File: config.mk
export PLATFORM = sky130hd
export DESIGN_NAME = passcode_lock_n
export DESIGN_NICKNAME = d
export VERILOG_FILES = /design/src/rtl/passcode_lock_pkg.sv /design/src/rtl/edge_detect_rise.sv /design/src/rtl/passcode_lock_n.sv
export SDC_FILE = /design/constraint.sdc
export NUM_CORES = 1
export LEC_CHECK = 0
export CAP_MARGIN = 15
export CORE_MARGIN = 4
export CORE_UTILIZATION = 59
export CTS_CLUSTER_DIAMETER = 120
export CTS_CLUSTER_SIZE = 16
export DETAILED_ROUTE_END_ITERATION = 6
export PLACE_DENSITY = 0.79
export SYNTH_ARGS = -nofsm -noshare
export SYNTH_HDL_FRONTEND = slang
export SYNTH_SLANG_ARGS = --single-unit
File: constraint.sdc
create_clock -name i_Clk -period 2.6 [get_ports i_Clk]
set_clock_uncertainty 0.05 [all_clocks]
set_input_delay 0.78 -clock i_Clk [delete_from_list [all_inputs] [get_ports i_Clk]]
set_output_delay 0.78 -clock i_Clk [all_outputs]
set_load 0.01 [all_outputs]
File: src/rtl/passcode_lock_pkg.sv
// State and answer encodings shared by the passcode lock.
// PROGRAM only exists when CODE_CHANGE_EN is defined.
package passcode_lock_pkg;

  typedef enum logic [2:0] {
    ENTRY   = 3'd0,
    CHECK   = 3'd1,
    SHOW    = 3'd2,
    LOCKOUT = 3'd3
`ifdef CODE_CHANGE_EN
    ,
    PROGRAM = 3'd4
`endif
  } lock_state_t;

  localparam logic [2:0] ANS_IDLE = 3'b000;
  localparam logic [2:0] ANS_PASS = 3'b001;
  localparam logic [2:0] ANS_FAIL = 3'b010;
  localparam logic [2:0] ANS_LOCK = 3'b100;

endpackage

File: src/rtl/edge_detect_rise.sv
// One-cycle strobe on a 0->1 transition of a level input.
module edge_detect_rise (
  input  logic i_Clk,
  input  logic i_Rst,
  input  logic i_Sig,
  output logic o_Rise
);

  logic sig_q;

  always_ff @(posedge i_Clk) begin
    if (i_Rst) sig_q <= 1'b0;
    else       sig_q <= i_Sig;
  end

  assign o_Rise = i_Sig & ~sig_q;

endmodule

File: src/rtl/passcode_lock_n.sv
// N-digit passcode lock with blink display and failure lockout.
// Define CODE_CHANGE_EN to add i_Change and the PROGRAM state for code changes.
module passcode_lock_n
  import passcode_lock_pkg::*;
#(
  parameter int                          DIGITS        = 4,
  parameter int                          DIGIT_W       = 4,
  parameter logic [DIGITS*DIGIT_W-1:0]   DEFAULT_CODE  = 'h1234,
  parameter int                          MAX_FAILS     = 3,
  parameter int                          COUNT_TICK    = 12500000,
  parameter int                          BLINK_TOGGLES = 7,
  parameter int                          LOCKOUT_TICKS = 16
) (
  input  logic               i_Clk,
  input  logic               i_Rst,
  input  logic               i_Enter,
  input  logic               i_Clear,
`ifdef CODE_CHANGE_EN
  input  logic               i_Change,
`endif
  input  logic [DIGIT_W-1:0] i_Digit,
  output logic [DIGITS-1:0]  o_Digit_LED,
  output logic [2:0]         o_Answer,
  output logic               o_Locked
);

  localparam int CODE_W   = DIGITS * DIGIT_W;
  localparam int IDX_W    = $clog2(DIGITS + 1);
  localparam int TICK_W   = $clog2(COUNT_TICK + 1);
  localparam int HALF_MAX = (BLINK_TOGGLES > LOCKOUT_TICKS) ? BLINK_TOGGLES : LOCKOUT_TICKS;
  localparam int HALF_W   = $clog2(HALF_MAX + 1);

  localparam logic [IDX_W-1:0]  IDX_LAST  = IDX_W'(DIGITS - 1);
  localparam logic [TICK_W-1:0] TICK_LAST = TICK_W'(COUNT_TICK - 1);
  localparam logic [HALF_W-1:0] SHOW_LAST = HALF_W'(BLINK_TOGGLES - 1);
  localparam logic [HALF_W-1:0] LOCK_LAST = HALF_W'(LOCKOUT_TICKS - 1);
  localparam logic [3:0]        FAIL_MAX  = 4'(MAX_FAILS);

  lock_state_t       state, state_n;
  logic [IDX_W-1:0]  idx, idx_n;
  logic [3:0]        fails, fails_n, fails_inc;
  logic [TICK_W-1:0] tick, tick_n;
  logic [HALF_W-1:0] half, half_n;
  logic [CODE_W-1:0] entry_buf, entry_buf_n, buf_wr;
  logic [CODE_W-1:0] code_q;
  logic [DIGITS-1:0] led, led_n, led_set;
  logic [2:0]        ans, ans_n;
  logic              locked, locked_n;
  logic              commit_stb;
  logic              half_evt;

  edge_detect_rise u_enter_edge (
    .i_Clk  (i_Clk),
    .i_Rst  (i_Rst),
    .i_Sig  (i_Enter),
    .o_Rise (commit_stb)
  );

`ifdef CODE_CHANGE_EN
  logic [CODE_W-1:0] code_n;

  always_ff @(posedge i_Clk) begin
    if (i_Rst) code_q <= DEFAULT_CODE;
    else       code_q <= code_n;
  end
`else
  assign code_q = DEFAULT_CODE;
`endif

  // Digit 0 lives in the most significant slot; its LED is bit 0.
  always_comb begin
    buf_wr  = entry_buf;
    led_set = led;
    for (int i = 0; i < DIGITS; i++) begin
      if (int'(idx) == i) begin
        buf_wr[(DIGITS-1-i)*DIGIT_W +: DIGIT_W] = i_Digit;
        led_set[i] = 1'b1;
      end
    end
  end

  always_ff @(posedge i_Clk) begin
    if (i_Rst) begin
      state     <= ENTRY;
      idx       <= '0;
      fails     <= '0;
      tick      <= '0;
      half      <= '0;
      entry_buf <= '0;
      led       <= '0;
      ans       <= ANS_IDLE;
      locked    <= 1'b0;
    end else begin
      state     <= state_n;
      idx       <= idx_n;
      fails     <= fails_n;
      tick      <= tick_n;
      half      <= half_n;
      entry_buf <= entry_buf_n;
      led       <= led_n;
      ans       <= ans_n;
      locked    <= locked_n;
    end
  end

  assign half_evt  = (tick == TICK_LAST);
  assign fails_inc = (fails == FAIL_MAX) ? fails : fails + 4'd1;

  always_comb begin
    state_n     = state;
    idx_n       = idx;
    fails_n     = fails;
    tick_n      = '0;
    half_n      = '0;
    entry_buf_n = entry_buf;
    led_n       = led;
    ans_n       = ans;
    locked_n    = locked;
`ifdef CODE_CHANGE_EN
    code_n      = code_q;
`endif

    case (state)
      ENTRY: begin
        if (i_Clear) begin
          idx_n = '0;
          led_n = '0;
        end else if (commit_stb) begin
          entry_buf_n = buf_wr;
          led_n       = led_set;
          if (idx == IDX_LAST) begin
            idx_n   = '0;
            state_n = CHECK;
          end else begin
            idx_n = idx + 1'b1;
          end
        end
      end

      CHECK: begin
        led_n = '1;
        if (entry_buf == code_q) begin
          ans_n   = ANS_PASS;
          fails_n = '0;
          state_n = SHOW;
        end else begin
          fails_n = fails_inc;
          if (fails_inc == FAIL_MAX) begin
            ans_n    = ANS_LOCK;
            locked_n = 1'b1;
            state_n  = LOCKOUT;
          end else begin
            ans_n   = ANS_FAIL;
            state_n = SHOW;
          end
        end
      end

      // The final half-period clears the LEDs instead of toggling them.
      SHOW: begin
        tick_n = half_evt ? '0 : tick + 1'b1;
        half_n = half;
        if (half_evt) begin
          if (half == SHOW_LAST) begin
            led_n   = '0;
            idx_n   = '0;
            state_n = ENTRY;
`ifdef CODE_CHANGE_EN
            if (i_Change && ans == ANS_PASS) state_n = PROGRAM;
`endif
          end else begin
            led_n  = ~led;
            half_n = half + 1'b1;
          end
        end
      end

      LOCKOUT: begin
        tick_n = half_evt ? '0 : tick + 1'b1;
        half_n = half;
        if (half_evt) begin
          if (half == LOCK_LAST) begin
            led_n    = '0;
            idx_n    = '0;
            fails_n  = '0;
            ans_n    = ANS_IDLE;
            locked_n = 1'b0;
            state_n  = ENTRY;
          end else begin
            led_n  = ~led;
            half_n = half + 1'b1;
          end
        end
      end

`ifdef CODE_CHANGE_EN
      PROGRAM: begin
        if (i_Clear) begin
          idx_n   = '0;
          led_n   = '0;
          state_n = ENTRY;
        end else if (commit_stb) begin
          entry_buf_n = buf_wr;
          led_n       = led_set;
          if (idx == IDX_LAST) begin
            code_n  = buf_wr;
            ans_n   = ANS_PASS;
            led_n   = '0;
            idx_n   = '0;
            state_n = ENTRY;
          end else begin
            idx_n = idx + 1'b1;
          end
        end
      end
`endif

      default: state_n = ENTRY;
    endcase

    if (state_n != state) begin
      tick_n = '0;
      half_n = '0;
    end
  end

  assign o_Digit_LED = led;
  assign o_Answer    = ans;
  assign o_Locked    = locked;

endmodule

==> reports/qor.txt <==
Resize count post-CTS: 0
Max Fclk: 441 MHz
final std cells w/o fill: 441
DRC Markers: 0
most frequent cell after synthesis: dfxtp_1
VDD IR max: 293 µV
WP buf/inv: 1
# IOs: 16
die height: 80.8 µm
core area: 0.00514 mm²
arrival time at the worst endpoint: 2440 ps
CP cell instances: clkdlybuf4s50_1, or4_4, nor2_4, nand3_2, mux2i_1, nor2_1
CTS tree: built
post-synthesis mux area share: 4.16%
Req. time, crit path: 2780 ps
vias in the first global route: 2324
share of cells above drive strength 1: 11.1%
post-synthesis compound-gate area fraction: 12.0%
Seq cells post-synth: 64
Port-buffer cells: 15
initial antenna violation count: 0
Max Slew Vio Count: 0
min-delay worst type: reg2reg
period utilisation layout: 87.3%
GRT Overall Usage: 21.1%
number of synthesized flops with an enable pin: 0
largest net degree at the start of global routing: 29
Crit. End Element: flop
Clock Sinks: 64
Crit path depth: 6
slowest stage delay, CP: 500 ps
Slew HR: 48.7%
GR peak layer: met2
WL per Instance: 14.1 µm
met2 Use GR: 31.9%
startpoint types: input pin
RSZ-0062 raised after global routing: false
Seq/Total Area, Yosys: 40.9%
asr flop ratio synth: 0%
min cycle time layout: 2270 ps
Synth Area in XOR/XNOR: 6.43%
Final nets: 383
clk slew on worst S/H paths: 70 ps
kind of critical path: in2reg
placed cell count: 425
Vias/cell: 5.68
final hold violations: 0
vias post-DR: 2503
Antenna Cells: 0
top cells by area, synth: dfxtp_1 41%, nor2_1 6.2%, xor2_1 4.2%
Site Rows: 26
Total Routed Length: 6.22 mm
maximum root-to-sink buffer count: 2
grt total ovfl: 0
Post-Syn Area: 0.00313 mm²
Crit path max-delay family: simple AND/OR/NAND/NOR gates
DRT iter0 DRCs: 156
simple-gate share of the synthesized area: 29.1%
synth unique cells: 69
P_leak: 0.00128 µW
met3 usage: 7.43%
Critical-path top delay cell: clkdlybuf4s50_1
Mapped Nets: 364
Setup Buffers After CTS: 0
Layout fillers: 423
FF-to-FF path depth: 8
met1 Use GR: 28.6%
Post-Synth Adder-Cell Area: 3.60%
DIE WIDTH: 80.8 µm
first-pass GRT wire length: 10.8 mm
Cells after Synth: 347
Avg Cell Area, Syn: 9.02 µm²
biggest area consumer among synthesized cells: dfxtp_1
Pwr per Cell Area: 547 mW/mm²
number of hold buffers added after CTS: 0
outcome: finished clean
total CTS buffers: 9
largest family of logic cells by synthesized area: simple AND/OR/NAND/NOR gates
setup_tns: 0 ps
max_cap viols: 0
dpl hpwl: 4.31 mm
Hold Path Depth: 2
post-route ant nets: 0
H-tree Lvls: 3
drt first pass iters: 4
Initial Util: 60.9%
Clock Latency Late Sink: 340 ps
top cell type's share of synthesized area: 40.9%
Worst Max-Slew Pin Slew: 763 ps
Root Buffer: clkbuf_8
endpoints failing setup: 0
Final GP Congestion: 0.831
P&R area growth vs syn: 12.9%
Post-synth top flop: dfxtp_1
Ys Warns: 0
Critical Path Fanout Max: 5
Synth top cells by count: 64 x dfxtp_1, 52 x nor2_1, 24 x nand2_1
die area: 0.00654 mm²
per-stage QoR:
step	worst slack [ps]	utilization (%)	hold WS, ps	area (µm²)	power, µW
3_3_place_gp	112	64.9	395	3330	1100
5_1_grt	161	68.7	441	3530	2000
3_5_place_dp	43.7	64.9	403	3330	1100
6_report	331	68.7	417	3530	1930
2_1_floorplan	639	-	376	3130	1060
4_1_cts	333	68.7	412	3530	1950
sequential cells by signal (all words and copies together) (netlist names):
register and cells:
tick 24, entry_buf 16, half 5, fails 4, o_Digit_LED 4, idx 3, o_Answer 3, state 3
o_Locked 1, u_enter_edge.sig_q 1
per-layer routing:
| metal | part of all wire (%) | vias up |
|---|---|---|
| met5 | 0 | - |
| met4 | 1.6 | 0 |
| met3 | 3.9 | 9 |
| met2 | 45 | 45 |
| met1 | 49 | 1183 |
| li1 | - | 1266 |
placed cells by master (no fill, tap or decap), types with 4 or more instances in the layout:
cell | netlist | layout
a21oi_1 | 18 | 18
and3_1 | 11 | 11
buf_4 | 3 | 5
clkbuf_8 | 1 | 11
clkdlybuf4s50_1 | 0 | 15
dfxtp_1 | 64 | 64
ha_1 | 9 | 9
inv_1 | 12 | 12
mux2i_1 | 13 | 13
nand2_1 | 24 | 24
nand3_1 | 16 | 16
nand4_1 | 6 | 6
nor2_1 | 52 | 52
nor2b_1 | 6 | 6
o2bb2ai_1 | 4 | 4
xnor2_1 | 8 | 8
xor2_1 | 15 | 15
tightest hold or removal path, delay by kind of cell (launching register included):
| kind | cells | cell delay [ps] |
|---|---|---|
| AND/OR/NAND/NOR | 1 | 50 |
| AO/OA/AOI/OAI | 1 | 50 |
| flip-flops | 1 | 320 |
logic make-up (layout without fill, tap and decap cells):
logic type	Yosys count	after routing
AOI/OAI and AO/OA	53	53
xor gates and xnor gates	23	23
adders and majority gates	9	9
buffers and inverters	24	48
DFF	64	64
muxes	13	13
other	1	1
and+or+nand+nor	160	160
power by group:
| group | switching (µW) | internal, µW | total [µW] |
|---|---|---|---|
| Clock | 362 | 493 | 855 |
| Sequential | 8.78 | 990 | 998 |
| Combinational | 41.9 | 37.8 | 79.7 |
path summary, 6_finish.rpt:
kind                              startpoint            to  slack, ps
worst max-delay path                 i_Clear  entry_buf[5]        330
worst min-delay path            entry_buf[0]  entry_buf[0]        420
worst max register to register       half[0]      fails[2]        340
worst min register to register  entry_buf[0]  entry_buf[0]        420
final cells by class:
type	count	area, µm²	area share (%)
tap	70	87.6	2.48
timing repair buffer	20	188	5.31
clock inverter	3	40.0	1.13
multi-input combinational	259	1730	49.0
sequential	64	1280	36.3
inverter	12	45.0	1.27
clock buffer	13	159	4.50
Note: power is estimated with default switching activity, not from simulation.
